File: config.mk
export PLATFORM = sky130hd
export DESIGN_NAME = cache_lookup_ctrl
export DESIGN_NICKNAME = d
export VERILOG_FILES = /design/src/rtl/cache_lookup_ctrl.sv
export SDC_FILE = /design/constraint.sdc
export NUM_CORES = 1
export LEC_CHECK = 0
export CAP_MARGIN = 25
export CORE_ASPECT_RATIO = 0.8
export CORE_MARGIN = 10
export CORE_UTILIZATION = 45
export DETAILED_ROUTE_END_ITERATION = 8
export GPL_TIMING_DRIVEN = 0
export PLACE_DENSITY = 0.77
export SLEW_MARGIN = 20
export SYNTH_ARGS = -nofsm -noshare
export SYNTH_HDL_FRONTEND = slang
export SYNTH_SLANG_ARGS = --single-unit
File: constraint.sdc
create_clock -name clk -period 2.9 [get_ports clk]
set_input_delay 0.58 -clock clk [delete_from_list [all_inputs] [get_ports clk]]
set_output_delay 0.58 -clock clk [all_outputs]
set_load 0.02 [all_outputs]
File: src/rtl/cache_lookup_ctrl.sv
// Request front-end for the 8-entry key/value cache: looks keys up, fills misses from
// backing memory and returns exactly one response per accepted request.
module cache_lookup_ctrl #(
    parameter int KEY_W   = 8,
    parameter int DATA_W  = 8,
    parameter int TIMEOUT = 64,
    parameter int CNT_W   = 16
) (
    input  logic              clk,
    input  logic              reset_n,
    input  logic              req_valid,
    output logic              req_ready,
    input  logic [KEY_W-1:0]  req_key,
    output logic              rsp_valid,
    input  logic              rsp_ready,
    output logic [DATA_W-1:0] rsp_data,
    output logic              rsp_hit,
    output logic              rsp_err,
    output logic              find,
    output logic [KEY_W-1:0]  key,
    input  logic              match_found,
    input  logic [DATA_W-1:0] read_value,
    output logic              update,
    output logic [DATA_W-1:0] update_value,
    output logic              mem_req_valid,
    input  logic              mem_req_ready,
    output logic [KEY_W-1:0]  mem_addr,
    input  logic              mem_rsp_valid,
    input  logic [DATA_W-1:0] mem_rsp_data,
    output logic [CNT_W-1:0]  hit_cnt,
    output logic [CNT_W-1:0]  miss_cnt
);

    localparam int TMR_W = $clog2(TIMEOUT + 1);

    typedef enum logic [2:0] {
        IDLE,
        LOOKUP,
        CHECK,
        MEM_REQ,
        MEM_WAIT,
        FILL,
        RESP
    } state_t;

    state_t state_reg, state_next;

    logic [KEY_W-1:0]   key_reg;
    logic [DATA_W-1:0]  rsp_data_reg;
    logic [DATA_W-1:0]  update_value_reg;
    logic               rsp_hit_reg;
    logic               rsp_err_reg;
    logic [TMR_W-1:0]   timer_reg;
    logic               timer_expired;
    logic               rsp_done;
    logic [1:0]         cnt_inc;
    logic [2*CNT_W-1:0] cnt_flat;

    // The last permitted MEM_WAIT cycle is the one where the timer reads TIMEOUT-1.
    assign timer_expired = (timer_reg == TMR_W'(TIMEOUT - 1));
    assign rsp_done      = (state_reg == RESP) && rsp_ready;

    always_ff @(posedge clk or negedge reset_n) begin
        if (!reset_n) begin
            state_reg <= IDLE;
        end else begin
            state_reg <= state_next;
        end
    end

    always_comb begin
        state_next = state_reg;
        case (state_reg)
            IDLE:     if (req_valid) state_next = LOOKUP;
            LOOKUP:   state_next = CHECK;
            CHECK:    state_next = match_found ? RESP : MEM_REQ;
            MEM_REQ:  if (mem_req_ready) state_next = MEM_WAIT;
            // A response arriving on the limit cycle still counts as a normal fill.
            MEM_WAIT: begin
                if (mem_rsp_valid) begin
                    state_next = FILL;
                end else if (timer_expired) begin
                    state_next = RESP;
                end
            end
            FILL:     state_next = RESP;
            RESP:     if (rsp_ready) state_next = IDLE;
            default:  state_next = IDLE;
        endcase
    end

    always_comb begin
        req_ready     = 1'b0;
        find          = 1'b0;
        update        = 1'b0;
        mem_req_valid = 1'b0;
        rsp_valid     = 1'b0;
        case (state_reg)
            IDLE:    req_ready     = 1'b1;
            LOOKUP:  find          = 1'b1;
            MEM_REQ: mem_req_valid = 1'b1;
            FILL:    update        = 1'b1;
            RESP:    rsp_valid     = 1'b1;
            default: ;
        endcase
    end

    always_ff @(posedge clk or negedge reset_n) begin
        if (!reset_n) begin
            key_reg          <= '0;
            rsp_data_reg     <= '0;
            update_value_reg <= '0;
            rsp_hit_reg      <= 1'b0;
            rsp_err_reg      <= 1'b0;
            timer_reg        <= '0;
        end else begin
            case (state_reg)
                IDLE: begin
                    if (req_valid) key_reg <= req_key;
                end
                CHECK: begin
                    if (match_found) begin
                        rsp_data_reg <= read_value;
                        rsp_hit_reg  <= 1'b1;
                    end
                end
                MEM_REQ: begin
                    if (mem_req_ready) timer_reg <= '0;
                end
                MEM_WAIT: begin
                    timer_reg <= timer_reg + TMR_W'(1);
                    if (mem_rsp_valid) begin
                        update_value_reg <= mem_rsp_data;
                        rsp_data_reg     <= mem_rsp_data;
                    end else if (timer_expired) begin
                        rsp_err_reg  <= 1'b1;
                        rsp_data_reg <= '0;
                    end
                end
                RESP: begin
                    if (rsp_ready) begin
                        rsp_hit_reg <= 1'b0;
                        rsp_err_reg <= 1'b0;
                    end
                end
                default: ;
            endcase
        end
    end

    // Index 0 counts hits, index 1 counts misses (timeouts are misses too).
    assign cnt_inc[0] = rsp_done && rsp_hit_reg;
    assign cnt_inc[1] = rsp_done && !rsp_hit_reg;

    generate
        for (genvar gi = 0; gi < 2; gi++) begin : g_cnt
            logic [CNT_W-1:0] cnt_reg;

            always_ff @(posedge clk or negedge reset_n) begin
                if (!reset_n) begin
                    cnt_reg <= '0;
                end else if (cnt_inc[gi] && (cnt_reg != {CNT_W{1'b1}})) begin
                    cnt_reg <= cnt_reg + CNT_W'(1);
                end
            end

            assign cnt_flat[gi*CNT_W +: CNT_W] = cnt_reg;
        end
    endgenerate

    assign key          = key_reg;
    assign mem_addr     = key_reg;
    assign rsp_data     = rsp_data_reg;
    assign rsp_hit      = rsp_hit_reg;
    assign rsp_err      = rsp_err_reg;
    assign update_value = update_value_reg;
    assign hit_cnt      = cnt_flat[CNT_W-1:0];
    assign miss_cnt     = cnt_flat[2*CNT_W-1:CNT_W];

endmodule

# After elaboration in Yosys (flattened, before gate mapping)
# Index checks and enable logic that the tools add are counted.
dict set report totals {
  register_bits 68
  latch_bits 0
  mem_bits_rw 0
  rom_bits 0
  input_bits 31
  output_inout_bits 71
  mem_count 0
}
dict set report classes {
  n_addsub 3
  multipliers 0
  div 0
  order_cmp 0
  eq_ne 16
  shift 0
  muxes 24
  n_bitwise 0
  reduce_logical 18
}
# op n
set ops {}
lappend ops {{16-bit by 1-bit adder with 16-bit output (second input constant)} 2}
lappend ops {{16-bit inequality test (second input constant)} 2}
lappend ops {{8-bit two-way mux} 3}
lappend ops {{3-bit one-hot mux with 7 select lines} 1}
lappend ops {{3-bit two-way mux} 6}
lappend ops {{8-bit one-hot mux with 2 select lines} 1}
lappend ops {{7-bit one-hot mux with 2 select lines} 1}
lappend ops {{2-bit inequality test (second input constant)} 6}
lappend ops {{3-bit equality test (second input constant)} 3}
lappend ops {{1-bit two-way mux} 9}
lappend ops {{4-bit AND reduction} 2}
lappend ops {{2-bit nonzero test} 4}
lappend ops {{7-bit by 1-bit adder with 7-bit output (second input constant)} 1}
lappend ops {{7-bit by 6-bit equality test with 1-bit output (second input constant)} 1}
lappend ops {{7-bit two-way mux} 1}
lappend ops {{3-bit by 2-bit equality test with 1-bit output (second input constant)} 2}
lappend ops {{2-bit AND reduction} 3}
lappend ops {{3-bit AND reduction} 2}
lappend ops {{1-bit logical AND} 5}
lappend ops {{1-bit one-hot mux with 2 select lines} 2}
lappend ops {{3-bit by 1-bit equality test with 1-bit output (second input constant)} 1}
lappend ops {{3-bit logical NOT} 1}
lappend ops {{3-bit inequality test (second input constant)} 1}
lappend ops {{1-bit logical NOT} 1}

# Longest topological paths before layout
dict set report logic_depth {
  word_depth 4
  depth_mapped 6
  depth_no_buf 5
}

# Least setup slack after synthesis
# OpenSTA, ideal clock, no wires.
dict set report synth_path {
  path_type {register to register}
  from {register state_reg[0]}
  to {register key_reg[0] (netlist: key[0])}
  setup_time_ns 0.125
  arrival_time_ns 1.718
  required_ns 2.775
  setup_slack_ns 1.058
  path_stages_with_launch 5
  n_path_buf 1
  period_less_slack_ns 1.842
  path_cell_list {dfrtp_1 -> nor3_1 -> and2_1 -> buf_2 -> mux2_2}
}
dict set report synth_between {
  elab_chain_len 2
}
# item line
set synth_lines {}
lappend synth_lines {{from (decl)} 46} ;# state_t state_reg, state_next;
lappend synth_lines {{from (signal assigned)} 67} ;# state_reg <= state_next;
lappend synth_lines {{3-bit logical NOT} 117} ;# case (state_reg)
lappend synth_lines {{2-bit AND reduction (no line)} n/a}
lappend synth_lines {{to (signal assigned)} 119} ;# if (req_valid) key_reg <= req_key;
lappend synth_lines {{to (decl)} 48} ;# logic [KEY_W-1:0] key_reg;
# No other way between the ends.
# A chain may end at the register's enable or synchronous reset.

# Final worst setup path
dict set report layout_path {
  from {register state_reg[0]}
  to {output port find}
}
dict set report layout_between {
  elab_chain_len 2
}
# item line
set layout_lines {}
lappend layout_lines {{3-bit by 1-bit equality test with 1-bit output} 98} ;# case (state_reg)
lappend layout_lines {{1-bit two-way mux} 98}
lappend layout_lines {{to (decl)} 19} ;# output logic find,
# No other way between the ends.

==> reports/results.tsv <==
stage	metric	value	unit
setup_path	Startpoint Class	register	
clock_tree	CTS tree	done	
synthesis	Yosys reg bits	68	
timing	Slew Viols, Final	0	
timing	fmax	378	MHz
clock_tree	register clock-pin slew on the reported worst setup and hold paths	0.08	ns
clock_tree	# Post-CTS Setup Buffers	0	
timing	final worst-path cycle share	91.2	%
timing	TNS Setup	0	ns
cells_and_area	Area growth syn-to-layout	40.2	%
clock_tree	Worst-Skew Late Latency	0.34	ns
global_route	GR peak layer	met2	
setup_path	Critical Path RT	2.32	ns
synthesis	register area share after synthesis	50.3	%
synthesis	synthesized area per cell	11.3	um2
timing	Final Setup Violations	0	
global_route	gr usage total	14.7	%
die	DIE AREA	11400	um2
synthesis	number of synthesized flops with an enable pin	0	
cells_and_area	area of the multi-input gates	1530	um2
synthesis	ys async rst share	100	%
synthesis	dominant register cell in the synthesized netlist	dfrtp_1	
setup_path	Arr. time, crit path	2.07	ns
setup_path	Crit path max-delay family	buffers and inverters	
timing	final hold violations	0	
synthesis	dominant cell type by area after synthesis	dfrtp_1	
global_route	met2 global-route usage	21.7	%
setup_path	Setup Crit Path Kind	reg -> out	
placed_design	buffers added on ports	101	
clock_tree	clock root buffer	clkbuf_8	
routing	vias post-DR	2726	
pwr	Psw	1500	uW
pwr	clock network power share	20.2	%
setup_path	crit-path max FO	10	
cells_and_area	Sequential Area	1700	um2
synthesis	Cell variety after synth	47	
synthesis	syn_nets	333	
timing	clk_skew	0.0128	ns
die	Die Y	97.6	um
clock_tree	clock sink count	68	
pwr	register share of total power	34.1	%
pwr	power share of the combinational group	45.7	%
setup_path	R2R depth	4	
routing	number of DRC markers in iteration 0	127	
global_route	met1 Usage GRT	19.5	%
clock_tree	CTS Hold Bufs	0	
synthesis	Mapped Cells	299	
routing	antenna-violating nets left	0	
setup_path	worst-path cell chain	clkbuf_1 > nor3b_1 > clkdlybuf4s50_1	
die	Starting Density	46.0	%
timing	RSZ-0062 raised after global routing	no	
pwr	maximum VDD drop	0.000583	V
synthesis	Post-Syn Area	3390	um2
die	die width	117	um
synthesis	Commonest cells post-synth	dfrtp_1 (68), mux2_2 (26), o21ai_0 (17)	
die	std cell rows	28	
clock_tree	CTS max path bufs	2	
global_route	number of global-route vias before repair	2737	
routing	drt wl/cell	16.7	um
setup_path	crit-path max cell delay	0.65	ns
placed_design	placed cells	491	
pwr	Final Total Pwr	4170	uW
timing	Worst slew margin	64.7	%
cells_and_area	share of layout cells above drive strength 1	16.1	%
routing	first-pass detailed-route iteration total	4	
global_route	M3 GR Usage	5.62	%
cells_and_area	antenna cells	0	
flow_run	MaxCap Viol Count	0	
global_route	first-pass GRT wire length	13800	um
cells_and_area	Final nets	446	
run_status	status	finished clean	
pwr	Pint	2680	uW
global_route	initial antenna violation count	0	
timing	Tmin final	2.65	ns
pwr	LEAKAGE	0.00206	uW
die	core area	7360	um2
clock_tree	H-tree depth	3	
routing	Via density	5.39	
setup_path	crit end category	primary output	
clock_tree	cts repair resizes	0	
synthesis	most common cell in the synthesized netlist	dfrtp_1	
pwr	Power Density	879	nW/um2
setup_path	FF-to-FF Start	timer_reg[0]	
synthesis	largest cells by area after synthesis	dfrtp_1 (50%), mux2_2 (8.6%), xnor2_1 (3.6%), xor2_1 (3.4%), nand4_1 (2.6%)	
placed_design	post-DP HPWL	6380	um
placed_design	Final GP Congestion	0.802	
synthesis	area share of the largest cell type after synthesis	50.3	%
setup_path	reg2reg setup slack	0.92	ns
hold_path	worst hold path type	in -> async	
synthesis	Synth warnings	0	
pwr	Switching Share	35.9	%
timing	Slew @ Worst Pin	0.530	ns
global_route	grt ovf	0	
routing	Post-route DRC	0	
setup_path	worst path buffer plus inverter count	2	
setup_path	critical path's slowest cell	clkdlybuf4s50_1	
setup_path	reg2reg end	rsp_data[5]	
clock_tree	Num CTS Buffers	9	
global_route	largest net degree at the start of global routing	53	
die	top-level I/O count	102	
routing	Post-Route WL	8430	um
cells_and_area	final std cells w/o fill	506	
cells_and_area	fill count	584	
kinds of logic (layout without fill, tap and decap cells):
kind of cell	count (synthesis)	after routing	synth area share, %
AND/OR/NAND/NOR	92	92	17.2
flip-flops	68	68	50.3
AO/OA/AOI/OAI	56	56	10.9
XOR/XNOR	27	27	6.98
multiplexers	27	27	8.94
buffers and inverters	26	143	4.66
adder cells (fa/ha/maj)	3	3	1.11
worst max path at each step:
stage,startpoint,to,cells after the start
2_1_floorplan,state_reg[0],key[0],4
6_report,state_reg[0],find,3
5_1_grt,state_reg[0],find,3
3_3_place_gp,reset_n,update_value[1],1
4_1_cts,state_reg[0],find,3
3_5_place_dp,rsp_ready,hit_cnt[1],6
metal layers:
metal	wire, um	up-vias	share of wire [%]
li1	-	1325	-
met1	3940	1306	47
met2	3750	84	44
met3	636	11	7.5
met4	105	0	1.2
met5	0	-	0
power by group through the flow:
stage / Combinational (uW) / Clock [uW] / Sequential, uW
detailed placement: 1930 / 0 / 1440
global route: 2050 / 906 / 1470
CTS: 1940 / 861 / 1430
global placement: 1900 / 0 / 1420
floorplan: 838 / 0 / 1670
finish: 1910 / 843 / 1420
through the flow:
stage | hold slack, ns | instance area (um2) | setup slack [ns] | util (%)
after floorplan | 0.284 | 3390 | 1.06 | -
after global placement | 0.463 | 4510 | -1.06 | 61.3
after detailed placement | 0.466 | 4530 | 0.489 | 61.6
after CTS | 0.0941 | 4750 | 0.186 | 64.5
after global routing | 0.101 | 4750 | 0.103 | 64.5
final | 0.101 | 4750 | 0.254 | 64.5
cell type report:
cell class	count	area share (%)
Buffer	21	2.92
Clock inverter	6	1.90
Timing Repair Buffer	102	21.8
Clock buffer	9	2.61
Sequential cell	68	35.8
Tap cell	90	2.37
Inverter	5	0.395
Multi-Input combinational cell	205	32.1
cells in the final DEF, fill, tap and decap left out, types with 10 or more instances in the layout:
| cell type | Yosys | layout |
|---|---|---|
| mux2_2 | 26 | 26 |
| o21ai_0 | 17 | 17 |
| a21oi_1 | 10 | 10 |
| nand3_1 | 10 | 10 |
| xnor2_1 | 14 | 14 |
| nand2_1 | 10 | 10 |
| xor2_1 | 13 | 13 |
| nand4_1 | 14 | 14 |
| dfrtp_1 | 68 | 68 |
| clkdlybuf4s50_1 | 0 | 100 |
worst reg2reg max path, delay by kind of cell, from the launching register on:
kind	cells	cell delay [ns]
muxes	1	0.40
and+or+nand+nor	1	0.28
DFF	1	0.45
AOI/OAI and AO/OA	1	0.42
adders and majority gates	1	0.31
No activity file was read; power rests on OpenSTA's default activity.
